===== config.mk =====
export PLATFORM = sky130hd
export DESIGN_NAME = counter_8b_updown
export DESIGN_NICKNAME = d
export VERILOG_FILES = /design/src/rtl/counter_8b_updown_pkg.sv /design/src/rtl/counter_8b_updown_step.sv /design/src/rtl/counter_8b_updown.sv
export SDC_FILE = /design/constraint.sdc
export NUM_CORES = 1
export LEC_CHECK = 0
export BUFFER_PORTS_ARGS = -buffer_cell sky130_fd_sc_hd__buf_4
export CAP_MARGIN = 20
export CORE_MARGIN = 3
export CORE_UTILIZATION = 35
export CTS_CLUSTER_SIZE = 40
export DETAILED_ROUTE_END_ITERATION = 10
export RECOVER_POWER = 25
export SYNTH_ARGS = -nofsm -noshare
export SYNTH_HDL_FRONTEND = slang
export SYNTH_HIERARCHICAL = 1
export SYNTH_SLANG_ARGS = --single-unit
export TNS_END_PERCENT = 10

===== constraint.sdc =====
create_clock -name clk -period 1.6 [get_ports clk]
set_input_delay 0.08 -clock clk [delete_from_list [all_inputs] [get_ports clk]]
set_output_delay 0.08 -clock clk [all_outputs]
set_load 0.05 [all_outputs]

===== src/rtl/counter_8b_updown_pkg.sv =====
// -----------------------------------------------------------------------------
// counter_pkg
// Shared constants for the up/down counter slice.
//   CNT_WIDTH  : default counter width
//   DIR_UP     : dir level selecting +1
//   DIR_DOWN   : dir level selecting -1
//   RST_ACTIVE : rst level that clears the count
// -----------------------------------------------------------------------------
package counter_pkg;

    localparam int   CNT_WIDTH  = 8;
    localparam logic DIR_UP     = 1'b1;
    localparam logic DIR_DOWN   = 1'b0;
    localparam logic RST_ACTIVE = 1'b0;

endpackage : counter_pkg


===== src/rtl/counter_8b_updown_step.sv =====
// -----------------------------------------------------------------------------
// updown_step
// Combinational WIDTH-bit +/-1 unit, wrapping modulo 2^WIDTH.
//   value_i : current value
//   dir_i   : 1 = increment, 0 = decrement
//   next_o  : value_i +/- 1, truncated to WIDTH bits
// -----------------------------------------------------------------------------
module updown_step
    import counter_pkg::*;
#(
    parameter int WIDTH = CNT_WIDTH
) (
    input  logic [WIDTH-1:0] value_i,
    input  logic             dir_i,
    output logic [WIDTH-1:0] next_o
);

    // Increment or decrement; truncation to WIDTH bits provides the wrap.
    always_comb begin
        next_o = value_i;
        if (dir_i == DIR_UP) begin
            next_o = value_i + WIDTH'(1);
        end else begin
            next_o = value_i - WIDTH'(1);
        end
    end

endmodule : updown_step


===== src/rtl/counter_8b_updown.sv =====
// -----------------------------------------------------------------------------
// counter_8b_updown
// Free-running WIDTH-bit binary up/down counter with synchronous active-low
// reset. Each rising clk edge clears the count (rst low) or moves it one
// step in the direction given by dir, wrapping modulo 2^WIDTH.
//   count : current value, driven straight from the register
//   clk   : clock, rising-edge active
//   rst   : synchronous reset, active low
//   dir   : 1 = count up, 0 = count down
// -----------------------------------------------------------------------------
module counter_8b_updown
    import counter_pkg::*;
#(
    parameter int WIDTH = CNT_WIDTH
) (
    output logic [WIDTH-1:0] count,
    input  logic             clk,
    input  logic             rst,
    input  logic             dir
);

    logic [WIDTH-1:0] count_q;
    logic [WIDTH-1:0] count_d;

    updown_step #(
        .WIDTH (WIDTH)
    ) u_step (
        .value_i (count_q),
        .dir_i   (dir),
        .next_o  (count_d)
    );

    // Count register; reset takes priority over the step.
    always_ff @(posedge clk) begin
        if (rst == RST_ACTIVE) begin
            count_q <= '0;
        end else begin
            count_q <= count_d;
        end
    end

    assign count = count_q;

endmodule : counter_8b_updown


Yosys cells after proc, flatten, opt, wreduce, memory -nomap -nowiden
Cells that the tools add are included.
{"block": "word_totals", "ff_bits": 8, "wordCells": 4, "out_inout_bits": 8, "inputBits": 3}
{"block": "op_classes", "n_mux": 1, "add_sub_neg": 2}
{"op": "8-bit by 1-bit adder with 8-bit output, second input constant", "n": 1}
{"op": "8-bit 2-to-1 mux", "n": 1}
{"op": "8-bit by 1-bit subtractor with 8-bit output, second input constant", "n": 1}

Longest topological paths before layout
{"block": "logic_depth", "word_depth": 2, "ltp_mapped": 7, "ltp_nobuf": 7}

Hierarchy
Netlist, hierarchy kept.
{"module": "updown_step", "n_inst": 1, "seq_area_each_um2": 0.0, "area_each_um2": 281.5, "cells_each": 36}
{"module": "counter_8b_updown", "n_inst": 1, "seq_area_each_um2": 160.2, "area_each_um2": 210.2, "cells_each": 16}

Worst setup path after synthesis
Ideal clock, no wire load.
{"block": "synth_timing", "path_type": "register -> register", "from": "reg count_q[1] (netlist: count[1])", "to": "reg count_q[7] (netlist: count[7])", "n_path_buf": 0, "path_stages_with_launch": 7, "arrival_ns": 1.730, "setup_slack_ns": -0.245, "t_required_ns": 1.485, "setup_time_ns": 0.115, "path_cell_list": "dfxtp_1 -> ha_1 -> a211oi_2 -> nor2_1 -> a41oi_2 -> xnor2_1 -> and2_1"}
{"block": "synth_between", "elab_chain_len": 2}
{"element": "start, declared", "line_no": "counter_8b_updown.sv:22", "rtl": "logic [WIDTH-1:0] count_q;"}
{"element": "start signal, assigned", "line_no": "counter_8b_updown.sv:38", "rtl": "count_q <= count_d;"}
{"element": "8-bit by 1-bit subtractor with 8-bit output / 8-bit by 1-bit adder with 8-bit output (equally long branches)", "line_no": "counter_8b_updown_step.sv:24, counter_8b_updown_step.sv:22"}
{"element": "8-bit 2-to-1 mux *", "line_no": "counter_8b_updown_step.sv:21", "rtl": "if (dir_i == DIR_UP) begin"}
{"element": "via count_d[7]", "line_no": "counter_8b_updown.sv:23", "rtl": "logic [WIDTH-1:0] count_d;"}
Mark *: on every way through the listed nets, which the timed path passes. The rest lies on a longest branch.
A chain may end at the register's enable or synchronous reset.

Worst setup path in the final report
{"block": "layout_timing", "from": "reg count_q[4] (netlist: count[4])", "to": "reg count_q[6] (netlist: count[6])"}
Same word-level chain as after synthesis.

==> impl_metrics.env <==
export IMPL_hold_class="primary input to register"
export IMPL_max_stage_delay_ns=0.32
export IMPL_diodes=0
export IMPL_fin_skew_ns=0.004669
export IMPL_drc_errors=0
export IMPL_status="finished clean"
export IMPL_hpwl_um=694.5
export IMPL_critPathBufInv=1
export IMPL_cts_tree="yes"
export IMPL_largest_reg_flops=8
export IMPL_pwr_density_cell_nw_per_um2=1932
export IMPL_grt_max_degree=9
export IMPL_syn_to_final_growth_pct=40.97
export IMPL_core_area_um2=1216
export IMPL_critPathArrivalTime_ns=1.67
export IMPL_cts_sinks=8
export IMPL_synth_largest_area_cell="dfxtp_1"
export IMPL_max_clock_freq_mhz=658.1
export IMPL_avgSynthCellArea_um2=9.456
export IMPL_ctsHtreeMaxLevel=1
export IMPL_dp_cells=82
export IMPL_ys_top_cells_by_count="and2_1, dfxtp_1, ha_1, a21oi_1, xnor2_1"
export IMPL_syn_area_um2=491.7
export IMPL_required_ns=1.75
export IMPL_firstDrtPassIters=4
export IMPL_worst_setup_path_end_kind="register"
export IMPL_yosys_top_cells_area="dfxtp_1, ha_1, and2_1, xnor2_1, a21oi_1"
export IMPL_nNetsFinal=83
export IMPL_gp_congestion=0.7374
export IMPL_rsz0062_at_grt="no"
export IMPL_fin_area_um2=693.2
export IMPL_clock_path_buffers=2
export IMPL_drtIter0Drc=13
export IMPL_grt_pass1_vias=377
export IMPL_vias=427
export IMPL_clk_latency_ns=0.26
export IMPL_wl_per_cell_um=11.57
export IMPL_cts_clk_slew_worst_paths_ns=0.06
export IMPL_via_per_inst=4.965
export IMPL_tightestPinTransition_ns=0.5949
export IMPL_io_pins=11
export IMPL_finalPower_mw=1.339
export IMPL_fin_cells=86
export IMPL_utilization_pct=57.00
export IMPL_synth_cells=52
export IMPL_cp_start_kind="register"
export IMPL_netlist_area_leader_share_pct=32.57
export IMPL_fin_ws_ns=0.08039
export IMPL_ys_seq_area_share_pct=32.57
export IMPL_pre_cts_ws_ns=-0.02932
export IMPL_min_period_ns=1.520
export IMPL_yosys_warnings=6
export IMPL_cts_root_buf="clkbuf_4"
export IMPL_cts_setup_buffers=0
export IMPL_gr_total_overflow=0
export IMPL_chipHeight_um=43.48
export IMPL_placed_cell_area_um2=641.9
export IMPL_grt_first_pass_wirelength_um=1683
export IMPL_antenna_found_initial=0
export IMPL_synth_edf_count=0
export IMPL_synth_nets=62
export IMPL_globalRouteTotalUtil_pct=12.06
export IMPL_max_cap_violations=0
export IMPL_slowest_stage="dfxtp_2"
export IMPL_relSlewSlack_pct=60.51
export IMPL_setup_viol=0
export IMPL_drv_slew=0
export IMPL_critical_path_class="register to register"
export IMPL_worstPathMaxFanout=4
export IMPL_finalCritPeriodShare_pct=94.98
export IMPL_r2r_cells=7
export IMPL_ir_worst_vdd_mv=1.152
export IMPL_p_leak_nw=0.2987
export IMPL_ys_flop_type="dfxtp_1"
export IMPL_numCtsBuffers=3
export IMPL_die_area_um2=1891
export IMPL_fin_setup_tns_ns=0
export IMPL_hold_viol=0
export IMPL_path_cells="ha_1 -> buf_4 -> nand2_1 -> o211ai_1 -> a21oi_2 -> xnor2_1 -> and2_1"
export IMPL_path_delay_family="flip-flops"
export IMPL_drive_gt1_share_pct=41.67
export IMPL_ant_nets=0
export IMPL_portBuffers=10
export IMPL_cp_depth=7
export IMPL_synthArstFlopShare_pct=0
export IMPL_ys_ff_latch=8
export IMPL_hold_path_depth=2
export IMPL_synth_cell_types=18
export IMPL_whs_ns=0.08934
export IMPL_row_count=12
export IMPL_start_util_pct=40.43
export IMPL_wl_um=995
export IMPL_die_width_um=43.48
==> worst reg2reg max path, stage by stage (launching register included) <==
cell and delay (ns):
dfxtp_2 0.32, ha_1 0.32, buf_4 0.15, nand2_1 0.05, o211ai_1 0.23, a21oi_2 0.09, xnor2_1 0.12, and2_1 0.13
==> path summary, 6_finish.rpt <==
check / startpoint / end / slack (ns)
max: count[4] / count[6] / 0.08
min: rst / count[1] / 0.09
max reg2reg: count[4] / count[6] / 0.08
min reg2reg: count[0] / count[1] / 0.67
==> routing by layer <==
| layer | vias to the layer above | GRT usage, % | wire, um |
|---|---|---|---|
| met5 | - | 0 | 0 |
| met4 | 0 | 3.614 | 6 |
| met3 | 2 | 6.224 | 68 |
| met2 | 16 | 17.11 | 440 |
| met1 | 189 | 15.80 | 479 |
| li1 | 220 | - | - |
==> placed cells by master (no fill, tap or decap), drive strengths merged, types with 2 or more instances in the layout <==
cell type	Yosys	layout
nand2	3	3
dfxtp	8	8
clkbuf	0	7
buf	0	13
a211oi	2	2
o21ai	2	2
xnor2	5	5
ha	6	6
a21oi	5	5
inv	3	3
and2	8	8
nor2	3	3
==> area by class of cell <==
class	count	area (um^2)
timing repair buffer	16	108.9
clock buffer	4	26.28
multi-input combinational	41	356.6
fill	100	523.0
inverter	3	11.26
tap	14	17.52
sequential	8	172.7
==> repair_timing <==
item,CTS,global route
setup endpoints to repair,2,3
gates cloned,0,0
pin swaps,1,6
gates resized for setup,1,7
hold buffers,0,0
==> kinds of logic after synthesis <==
logic type                 synth area share, %
DFF                                      32.57
adders and majority gates                19.34
AOI/OAI and AO/OA                        19.09
buffers and inverters                    2.290
and+or+nand+nor                          16.03
xor gates and xnor gates                 10.69
==> report_power, final <==
group / switching, mW / internal (mW) / total [mW]
logic: 0.506 / 0.343 / 0.849
registers: 0.0435 / 0.278 / 0.321
clock network: 0.0728 / 0.0957 / 0.169
Power figures use the tool's default switching activity.
